**src/rtl/res_meter_pkg.sv**
```systemverilog
// ----------------------------------------------------------------------------
// res_meter_pkg
//   Shared definitions for the RC resistance meter UART reporting path:
//   ASCII character constants, the UART bit-period helper, the transmitter
//   FSM state encoding and a BCD-digit-to-ASCII helper.
// ----------------------------------------------------------------------------
package res_meter_pkg;

    localparam logic [7:0] ASCII_ZERO  = 8'h30;
    localparam logic [7:0] ASCII_CR    = 8'h0D;
    localparam logic [7:0] ASCII_LF    = 8'h0A;
    localparam logic [7:0] ASCII_DASH  = 8'h2D;
    localparam logic [7:0] ASCII_QMARK = 8'h3F;
    localparam logic [7:0] ASCII_SPACE = 8'h20;

    // Byte transmitter FSM. Plain vector constants keep the encoding visible
    // to tools and older flows that do not handle enums well.
    typedef logic [1:0] tx_state_t;
    localparam tx_state_t ST_IDLE  = 2'd0;
    localparam tx_state_t ST_START = 2'd1;
    localparam tx_state_t ST_DATA  = 2'd2;
    localparam tx_state_t ST_STOP  = 2'd3;

    // Bit period in clock cycles, rounded to the nearest integer.
    function automatic int calc_div(input int clk_hz, input int baud);
        return (clk_hz + baud / 2) / baud;
    endfunction

    // One BCD digit to its ASCII character; anything above 9 becomes '?'.
    function automatic logic [7:0] digit_char(input logic [3:0] d);
        return (d > 4'd9) ? ASCII_QMARK : (ASCII_ZERO + {4'h0, d});
    endfunction

endpackage

```
**src/rtl/res_uart_reporter_tx_byte.sv**
```systemverilog
// ----------------------------------------------------------------------------
// uart_tx_byte
//   Sends one 8N1 byte, LSB first. START, each DATA bit and STOP last exactly
//   DIV cycles. A new start may be accepted while idle or in the final cycle
//   of STOP (the cycle in which done pulses), so back-to-back bytes leave no
//   idle gap on the line.
//
//   Ports:
//     clk      in   system clock, rising edge
//     reset    in   asynchronous, active-high reset
//     start    in   begin a byte; the START bit appears from the next cycle
//     byte_in  in   byte to send, sampled when start is accepted
//     done     out  high during the last cycle of the STOP bit
//     tx       out  serial line, idle high, registered
// ----------------------------------------------------------------------------
module uart_tx_byte
    import res_meter_pkg::*;
#(
    parameter int DIV = 434
) (
    input  logic       clk,
    input  logic       reset,
    input  logic       start,
    input  logic [7:0] byte_in,
    output logic       done,
    output logic       tx
);

    localparam int             CW      = (DIV > 1) ? $clog2(DIV) : 1;
    localparam logic [CW-1:0]  CNT_MAX = CW'(DIV - 1);

    tx_state_t     state_q, state_d;
    logic [CW-1:0] cnt_q,   cnt_d;
    logic [2:0]    bit_q,   bit_d;
    logic [7:0]    shift_q, shift_d;
    logic          tx_q,    tx_d;

    logic period_end;
    assign period_end = (cnt_q == CNT_MAX);

    always_comb begin
        // NOTE: every signal written here gets a default first, so no path
        // leaves one unassigned and no latch is inferred.
        state_d = state_q;
        cnt_d   = (state_q == ST_IDLE || period_end) ? '0 : cnt_q + 1'b1;
        bit_d   = bit_q;
        shift_d = shift_q;
        tx_d    = tx_q;
        done    = 1'b0;

        case (state_q)
            ST_IDLE: begin
                if (start) begin
                    state_d = ST_START;
                    shift_d = byte_in;
                    tx_d    = 1'b0;
                end
            end
            ST_START: begin
                if (period_end) begin
                    state_d = ST_DATA;
                    bit_d   = 3'd0;
                    tx_d    = shift_q[0];
                    shift_d = {1'b0, shift_q[7:1]};
                end
            end
            ST_DATA: begin
                if (period_end) begin
                    if (bit_q == 3'd7) begin
                        state_d = ST_STOP;
                        tx_d    = 1'b1;
                    end else begin
                        bit_d   = bit_q + 1'b1;
                        tx_d    = shift_q[0];
                        shift_d = {1'b0, shift_q[7:1]};
                    end
                end
            end
            default: begin // ST_STOP
                if (period_end) begin
                    done = 1'b1;
                    if (start) begin
                        state_d = ST_START;
                        shift_d = byte_in;
                        tx_d    = 1'b0;
                    end else begin
                        state_d = ST_IDLE;
                        tx_d    = 1'b1;
                    end
                end
            end
        endcase
    end

    // NOTE: state is updated with non-blocking assignments so every flop
    // samples the pre-edge values, independent of statement order.
    always_ff @(posedge clk or posedge reset) begin
        if (reset) begin
            state_q <= ST_IDLE;
            cnt_q   <= '0;
            bit_q   <= '0;
            shift_q <= '0;
            tx_q    <= 1'b1;
        end else begin
            state_q <= state_d;
            cnt_q   <= cnt_d;
            bit_q   <= bit_d;
            shift_q <= shift_d;
            tx_q    <= tx_d;
        end
    end

    assign tx = tx_q;

endmodule

```
**src/rtl/res_uart_reporter.sv**
```systemverilog
// ----------------------------------------------------------------------------
// res_uart_reporter
//   Serialises each completed BCD measurement as an ASCII line:
//   NUM_DIGITS characters (MSD first), CR, LF; 8N1 at BAUD.
//   A one-entry pending buffer holds a result that arrives mid-line; if a
//   second one arrives before it is sent, it is overwritten and the sticky
//   dropped flag is set.
//
//   Optional build macro RES_UART_LEADING_ZERO_BLANK_EN: leading zero digits
//   are sent as spaces (the least significant digit always prints).
//
//   Ports:
//     clk          in   system clock, rising edge
//     reset        in   asynchronous, active-high reset
//     bcd_in       in   NUM_DIGITS BCD digits, MSD in the top nibble
//     bcd_valid    in   one-cycle strobe qualifying bcd_in / overflow_in
//     overflow_in  in   measurement overflowed; digits print as '-'
//     tx           out  UART serial out, idle high
//     busy         out  a line is being transmitted
//     pending      out  a captured line waits in the buffer
//     dropped      out  sticky: a pending entry was overwritten
// ----------------------------------------------------------------------------
module res_uart_reporter
    import res_meter_pkg::*;
#(
    parameter int CLK_HZ     = 50000000,
    parameter int BAUD       = 115200,
    parameter int NUM_DIGITS = 6
) (
    input  logic                    clk,
    input  logic                    reset,
    input  logic [4*NUM_DIGITS-1:0] bcd_in,
    input  logic                    bcd_valid,
    input  logic                    overflow_in,
    output logic                    tx,
    output logic                    busy,
    output logic                    pending,
    output logic                    dropped
);

    localparam int             DIV      = calc_div(CLK_HZ, BAUD);
    localparam int             DW       = 4 * NUM_DIGITS;
    localparam int             IW       = $clog2(NUM_DIGITS + 2);
    localparam logic [IW-1:0]  LAST_IDX = IW'(NUM_DIGITS + 1);

    // Character for byte position idx of a line: digits, then CR, then LF.
    function automatic logic [7:0] char_for(input logic [DW-1:0] digits,
                                            input logic          ovf,
                                            input logic [IW-1:0] idx);
        logic [7:0] c;
        logic [3:0] dig;
`ifdef RES_UART_LEADING_ZERO_BLANK_EN
        logic       lead;
`endif
        c   = ASCII_LF;
        dig = '0;
        if (int'(idx) < NUM_DIGITS) begin
            dig = 4'(digits >> (4 * (NUM_DIGITS - 1 - int'(idx))));
            c   = ovf ? ASCII_DASH : digit_char(dig);
`ifdef RES_UART_LEADING_ZERO_BLANK_EN
            // Blank while this digit and all more significant ones are zero;
            // the last digit always prints so zero reads as "     0".
            lead = 1'b1;
            for (int k = 0; k < NUM_DIGITS; k++) begin
                if (k <= int'(idx) && 4'(digits >> (4 * (NUM_DIGITS - 1 - k))) != 4'd0)
                    lead = 1'b0;
            end
            if (!ovf && lead && int'(idx) != NUM_DIGITS - 1)
                c = ASCII_SPACE;
`endif
        end else if (int'(idx) == NUM_DIGITS) begin
            c = ASCII_CR;
        end
        return c;
    endfunction

    logic          busy_q,      busy_d;
    logic [IW-1:0] idx_q,       idx_d;
    logic [DW-1:0] line_q,      line_d;
    logic          ovf_q,       ovf_d;
    logic          pend_q,      pend_d;
    logic [DW-1:0] pend_line_q, pend_line_d;
    logic          pend_ovf_q,  pend_ovf_d;
    logic          dropped_q,   dropped_d;

    logic       byte_done;
    logic       tx_start;
    logic [7:0] tx_byte;
    logic       line_end;

    assign line_end = busy_q && byte_done && (idx_q == LAST_IDX);

    always_comb begin
        busy_d      = busy_q;
        idx_d       = idx_q;
        line_d      = line_q;
        ovf_d       = ovf_q;
        pend_d      = pend_q;
        pend_line_d = pend_line_q;
        pend_ovf_d  = pend_ovf_q;
        dropped_d   = dropped_q;
        tx_start    = 1'b0;

        // Line sequencing. A start is issued in the same cycle the previous
        // byte reports done, so bytes and lines follow without gaps.
        if (!busy_q) begin
            if (bcd_valid) begin
                busy_d   = 1'b1;
                idx_d    = '0;
                line_d   = bcd_in;
                ovf_d    = overflow_in;
                tx_start = 1'b1;
            end
        end else if (byte_done) begin
            tx_start = 1'b1;
            if (idx_q != LAST_IDX) begin
                idx_d = idx_q + 1'b1;
            end else begin
                idx_d = '0;
                if (pend_q) begin
                    line_d = pend_line_q;
                    ovf_d  = pend_ovf_q;
                    pend_d = 1'b0;
                end else if (bcd_valid) begin
                    line_d = bcd_in;
                    ovf_d  = overflow_in;
                end else begin
                    busy_d   = 1'b0;
                    tx_start = 1'b0;
                end
            end
        end

        // Pending buffer. A strobe at line end with an empty buffer is sent
        // directly above. With a full buffer at line end, the older entry is
        // sent first and the new one takes its freed slot, so nothing is lost
        // and dropped stays clear.
        if (busy_q && bcd_valid && !(line_end && !pend_q)) begin
            pend_line_d = bcd_in;
            pend_ovf_d  = overflow_in;
            pend_d      = 1'b1;
            if (pend_q && !line_end)
                dropped_d = 1'b1;
        end
    end

    // Character for the byte being started, taken from the next-state line so
    // the first byte of a freshly captured value is correct.
    assign tx_byte = char_for(line_d, ovf_d, idx_d);

    // NOTE: the line and pending payload registers are small flops, not a
    // memory array, so they are reset along with the control state.
    always_ff @(posedge clk or posedge reset) begin
        if (reset) begin
            busy_q      <= 1'b0;
            idx_q       <= '0;
            line_q      <= '0;
            ovf_q       <= 1'b0;
            pend_q      <= 1'b0;
            pend_line_q <= '0;
            pend_ovf_q  <= 1'b0;
            dropped_q   <= 1'b0;
        end else begin
            busy_q      <= busy_d;
            idx_q       <= idx_d;
            line_q      <= line_d;
            ovf_q       <= ovf_d;
            pend_q      <= pend_d;
            pend_line_q <= pend_line_d;
            pend_ovf_q  <= pend_ovf_d;
            dropped_q   <= dropped_d;
        end
    end

    uart_tx_byte #(
        .DIV (DIV)
    ) u_tx_byte (
        .clk     (clk),
        .reset   (reset),
        .start   (tx_start),
        .byte_in (tx_byte),
        .done    (byte_done),
        .tx      (tx)
    );

    assign busy    = busy_q;
    assign pending = pend_q;
    assign dropped = dropped_q;

endmodule

```
**config.mk**
```make
export PLATFORM = sky130hd
export DESIGN_NAME = res_uart_reporter
export DESIGN_NICKNAME = d
export VERILOG_FILES = /design/src/rtl/res_meter_pkg.sv /design/src/rtl/res_uart_reporter_tx_byte.sv /design/src/rtl/res_uart_reporter.sv
export SDC_FILE = /design/constraint.sdc
export NUM_CORES = 1
export LEC_CHECK = 0
export BUFFER_PORTS_ARGS = -buffer_cell sky130_fd_sc_hd__buf_2
export CORE_ASPECT_RATIO = 0.7
export CORE_MARGIN = 2
export CORE_UTILIZATION = 55
export DETAILED_ROUTE_END_ITERATION = 16
export PLACE_DENSITY = 0.82
export SLEW_MARGIN = 20
export SYNTH_ARGS = -nofsm -noshare
export SYNTH_HDL_FRONTEND = slang
export SYNTH_SLANG_ARGS = --single-unit
```
**constraint.sdc**
```tcl
create_clock -name clk -period 3.72 [get_ports clk]
set_input_delay 0.372 -clock clk [delete_from_list [all_inputs] [get_ports clk]]
set_output_delay 0.372 -clock clk [all_outputs]
set_load 0.02 [all_outputs]
```
# After elaboration in Yosys (flattened, before gate mapping)
# Index checks and enable logic that the tools add are counted.
dict set report classes {
  shift 1
  eq_ne 13
  mux 56
  n_addsub 5
  n_reduce_logical 22
  order_cmp 2
}
# op count
set op_table {}
lappend op_table {{$mux 24} 5}
lappend op_table {{$mux 8} 5}
lappend op_table {{$shr 24x32->4} 1}
lappend op_table {{$mux 1} 25}
lappend op_table {{$mux 3} 8}
lappend op_table {{$pmux 8 s3} 1}
lappend op_table {{$mux 7} 3}
lappend op_table {{$reduce_and 4->1} 3}
lappend op_table {{$mux 2} 5}
lappend op_table {{$add 9x1->9 const B} 1}
lappend op_table {{$eq 9x9->1 const B} 1}
lappend op_table {{$mux 9} 1}
lappend op_table {{$ne 2x1->1 const B} 4}
lappend op_table {{$reduce_bool 2->1} 4}
lappend op_table {{$add 6x4->7 const A} 1}
lappend op_table {{$add 3x1->3 const B} 2}
lappend op_table {{$eq 3x3->1 const B} 2}
lappend op_table {{$logic_and 1x1->1} 6}
lappend op_table {{$pmux 2 s3} 1}
lappend op_table {{$pmux 3 s2} 1}
lappend op_table {{$reduce_and 5->1} 1}
lappend op_table {{$gt 4x4->1 const B} 1}
lappend op_table {{$ne 2x2->1 const B} 2}
lappend op_table {{$sub 3x3->4 const A} 1}
lappend op_table {{other kinds (12)} 14}
dict set report totals {
  output_inout_bits 4
  wordCells 112
  reg_bits 79
  input_bits 28
}

# Longest topological paths before layout
dict set report depth {
  word_depth 14
  depth_mapped 12
  ltp_nobuf 12
}

# Hierarchy
# A second synthesis with hierarchy kept.
dict set report unflattened {
  cells_unflattened 433
  area_unflattened_um2 4654.5
}
# mod instances seq_area_each_um2 area_each_um2 cells_per_inst
set modules_own_cells {}
lappend modules_own_cells {res_uart_reporter 1 1401.3 3345.7 317}
lappend modules_own_cells {uart_tx_byte 1 576.8 1308.8 116}

# Least setup slack after synthesis
# OpenSTA, ideal clock, no wires.
dict set report synth_path {
  path_kind {register to register}
  from {register u_tx_byte.cnt_q[2]}
  to {register u_tx_byte.shift_q[1]}
  setup_ns 0.134
  stages_incl_launch_ff 10
  t_required_ns 3.586
  setup_slack_ns 0.722
  arrival_time_ns 2.864
  period_less_slack_ns 2.998
  n_path_buf 1
  cell_sequence {dfrtp_1 or4b_1 buf_2 o41ai_4 a221oi_1 mux4_2 a32o_1 a21o_1 nand2_1 o211ai_1}
}
dict set report synth_via {
  word_cells_on_any_way 28
  cone_classes {add/sub: 2; order compare: 2; eq/ne: 4; shift: 1; mux: 17; reduce/logical: 2}
}
# item line_no
set synth_lines {}
lappend synth_lines {{from (decl)} res_uart_reporter_tx_byte.sv:33} ;# logic [CW-1:0] cnt_q, cnt_d;
lappend synth_lines {{from (signal assigned)} res_uart_reporter_tx_byte.sv:106} ;# cnt_q <= cnt_d;
lappend synth_lines {{$eq 9x9->1 (*)} res_uart_reporter_tx_byte.sv:39} ;# assign period_end = (cnt_q == CNT_MAX);
lappend synth_lines {{$mux 1 (*)} res_uart_reporter_tx_byte.sv:80} ;# if (period_end) begin
lappend synth_lines {{$mux 1 (*)} res_uart_reporter_tx_byte.sv:51} ;# case (state_q)
lappend synth_lines {{$mux 24 (*)} res_uart_reporter.sv:114} ;# end else if (byte_done) begin
lappend synth_lines {{$mux 24 (*)} res_uart_reporter.sv:106} ;# if (!busy_q) begin
lappend synth_lines {{named net line_d[1]} res_uart_reporter.sv:79} ;# logic [DW-1:0] line_q, line_d;
lappend synth_lines {{$shr 24x32->4 (*)} res_uart_reporter.sv:58} ;# dig = 4'(digits >> (4 * (NUM_DIGITS - 1 - int'(idx))));
lappend synth_lines {{$add 6x4->7 / $gt 4x4->1 (equally long branches)} res_meter_pkg.sv:31} ;# return (d > 4'd9) ? ASCII_QMARK : (ASCII_ZERO + {4'h0, d});
lappend synth_lines {{$mux 7 (*)} res_meter_pkg.sv:31}
lappend synth_lines {{$mux 7 (*)} res_uart_reporter.sv:59} ;# c = ovf ? ASCII_DASH : digit_char(dig);
lappend synth_lines {{$mux 7 (*)} res_uart_reporter.sv:57} ;# if (int'(idx) < NUM_DIGITS) begin
lappend synth_lines {{$mux 8 (*)} {res_uart_reporter_tx_byte.sv:53, res_uart_reporter_tx_byte.sv:82}}
lappend synth_lines {{$mux 8} res_uart_reporter_tx_byte.sv:80}
lappend synth_lines {{$pmux 8 s3 (*)} res_uart_reporter_tx_byte.sv:51}
lappend synth_lines {{to (signal assigned)} res_uart_reporter_tx_byte.sv:108} ;# shift_q <= shift_d;
lappend synth_lines {{to (decl)} res_uart_reporter_tx_byte.sv:35} ;# logic [7:0] shift_q, shift_d;
# The timed path passes the listed nets; every way through them passes the cells marked *. The select of a mux whose other input is x is not followed.
# A chain may end at the register's enable or synchronous reset.

# Worst setup path in the final report
dict set report layout_path {
  from {register u_tx_byte.cnt_q[2]}
  to {register u_tx_byte.shift_q[2]}
}
# The elaborated chain is that of the path after synthesis.

==> results.yml <==
routing:
  drt-initial-drc-count: 314
  vias: 3304
  detail-route-antenna-nets: 0
  drcViolationCount: 0
  dr.pass1.iters: 4
  post_drt_wl_per_cell_um: 17.6
  finalWirelength_mm: 9.45
  viasPerCell: 6.16
layout:
  drive_gt1_share_pct: 21.7
  layout_common_cells: "76 x dfrtp_1, 37 x nor2_1, 32 x mux2i_1, 31 x buf_2, 27 x nand2_1"
  final_common_cell: "dfrtp_1"
  diodes: 0
  nNetsFinal: 473
  area_growth_pct: 9.88
  fillers: 607
  fin_cells: 536
  fin_area_um2: 4630
yosys:
  synth_cells: 408
  synth_edf_count: 0
  synth_nets: 447
  yosys.area.top_type: "dfrtp_1"
  syn_area_um2: 4220
  yosys_most_used_dff: "dfrtp_1"
  synth_top_area_share_pct: 45.1
  synthArstFlopShare_pct: 100
  synth_area_leaders: "dfrtp_1 45%, mux2i_1 7.6%, mux2_2 6.9%"
  yosys.cell_types.count: 49
  ys_ff_latch: 77
  synth_warnings: 0
  avgSynthCellArea_um2: 10.3
  yosysSeqAreaShare_pct: 45.7
timing:
  fmax_mhz: 295
  max_slew_margin_pct: 36.2
  fin_crit_ns: 3.39
  final_hold_viol_count: 0
  setup_tns_ns: 0
  fin_crit_sh_pct: 91.1
  fin_skew_ns: 0.0129
  setup_viol: 0
  max_slew.worst_pin.slew_ns: 0.957
  drv_slew: 0
  rsz0062_at_grt: "false"
worst_hold_path:
  hp-class: "input port to flop"
clock_tree:
  htree_levels: 3
  cts_buffers: 9
  tritoncts: "done"
  clk_latency_ns: 0.36
  cts_buffer_depth: 2
  post_cts_buffers: 0
  cts.sinks: 77
  clock-root-buffer: "clkbuf_8"
  path_clk_slew_ns: 0.08
  cts_resized: 0
  ctsHoldBuffers: 0
floorplan:
  fp.dieArea_um2: 8400
  die_y_um: 77.3
  initial_core_util_pct: 57.4
  ios: 32
  core-area_um2: 7350
  fp.dieW_um: 109
  fp-row-count: 26
setup_path:
  crit_arrival_ns: 3.63
  critPathKind: "flop to flop"
  critPathLaunch: "u_tx_byte.cnt_q[2]"
  r2r-start: "u_tx_byte.cnt_q[2]"
  crit_path_end_kind: "flop"
  ff2ff_path_depth: 7
  startpoint_type: "flop"
  path_max_fanout: 17
  rrSetupSlack_ns: 0.33
  crit_required_ns: 3.96
  crit_end: "u_tx_byte.shift_q[2]"
  r2r-end: "u_tx_byte.shift_q[2]"
global_routing:
  grt_start_max_net_pins: 78
  grt_pass1_vias: 3239
  grt_overflow: 0
  grt_antenna_before_repair: 0
  grt_pass1_wl_mm: 15.8
  grt_usage_pct: 24.3
place:
  place_inst: 521
  io_buffers: 31
  place_area_um2: 4470
  place_congestion: 0.941
  dp_hpwl_mm: 6.39
pwr:
  power_density_nw_per_um2: 332
  irDropWorstVdd_mv: 0.188
  leakagePower_nw: 2.01
outcome:
  status: "complete, no violations"
job:
  drv_cap: 0
[final cells by class]
type	instances	area [µm²]	area share [%]
clock buffers	9	124	2.67
clock inverters	6	41.3	0.891
inverters	12	45.0	0.972
multi-input cells	291	2130	45.9
flip-flops and latches	77	1930	41.6
well taps	98	123	2.65
repair buffers	43	245	5.29
[report_power, final]
part	internal (mW)	switching (mW)
clock	0.238	0.316
sequential	0.863	0.0127
combinational	0.0559	0.0544
total	1.16	0.383
[routing by layer]
| metal | wire length [µm] | global-route usage [%] |
|---|---|---|
| met1 | 4470 | 34.7 |
| met2 | 4300 | 36.7 |
| met3 | 583 | 6.04 |
| met4 | 89 | 7.18 |
| met5 | 0 | 0 |
[synthesized netlist by cell type (2+ instances only)]
cell type / count
or3_1: 2
a22oi_1: 11
nor3_1: 4
nand2b_1: 18
mux2_2: 26
o211ai_1: 4
o22ai_1: 13
dfrtp_1: 76
buf_1: 3
nor4_1: 15
a221o_1: 3
a21oi_1: 14
mux2i_1: 32
inv_1: 12
clkbuf_1: 16
nand4_1: 3
and3_1: 4
xor2_1: 2
nand2_1: 27
buf_2: 9
xnor2_1: 5
nand3_1: 9
ha_1: 11
a21o_1: 4
or2_2: 2
nor2_1: 37
o21ai_0: 10
a221oi_1: 11
a221oi_2: 3
o31ai_1: 3
[through the flow]
step / hold WS (ns) / power [mW] / utilization, % / setup WS [ns]
floorplan: 0.448 / 0.965 / - / 0.722
global placement: 0.452 / 0.999 / 60.8 / 0.507
detailed placement: 0.460 / 1.00 / 60.8 / 0.343
CTS: 0.247 / 1.55 / 63.0 / 0.306
global route: 0.244 / 1.61 / 63.0 / 0.131
finish: 0.255 / 1.54 / 63.0 / 0.331
[worst min path at each step]
stage | startpoint | to | slack [ns] | cells after the start
6_report | bcd_in[18] | pend_line_q[18] | 0.25 | 2
5_1_grt | bcd_in[11] | pend_line_q[11] | 0.24 | 2
4_1_cts | bcd_in[8] | pend_line_q[8] | 0.25 | 2
3_5_place_dp | dropped | dropped | 0.46 | 1
3_3_place_gp | dropped | dropped | 0.45 | 1
2_1_floorplan | u_tx_byte.shift_q[5] | u_tx_byte.shift_q[5] | 0.45 | 2
[state kept, by name, summed over array words and instances (netlist names), 2 cells and up]
signal,count
pend_line_q,24
u_tx_byte.bit_q,3
idx_q,3
u_tx_byte.shift_q,6
u_tx_byte.state_q,2
u_tx_byte.cnt_q,9
line_q,24
[cell families (layout without fill, tap and decap cells)]
logic type,after synthesis,after routing,share of synthesized area (%)
XOR/XNOR,7,7,1.45
flip-flops,77,77,45.7
multiplexers,59,59,15.1
AO/OA/AOI/OAI,86,86,15.6
buffers and inverters,40,70,3.83
adder cells (fa/ha/maj),11,11,3.26
AND/OR/NAND/NOR,128,128,15.1
[critical path, stage by stage, from the launching register on]
cell      delay (ns)
dfrtp_1         0.45
or4b_1          0.68
or3_1           0.71
a221oi_1        0.51
mux4_2          0.33
a32o_1          0.23
nand2_1         0.08
a222oi_1        0.28
No activity file was read; power rests on OpenSTA's default activity.
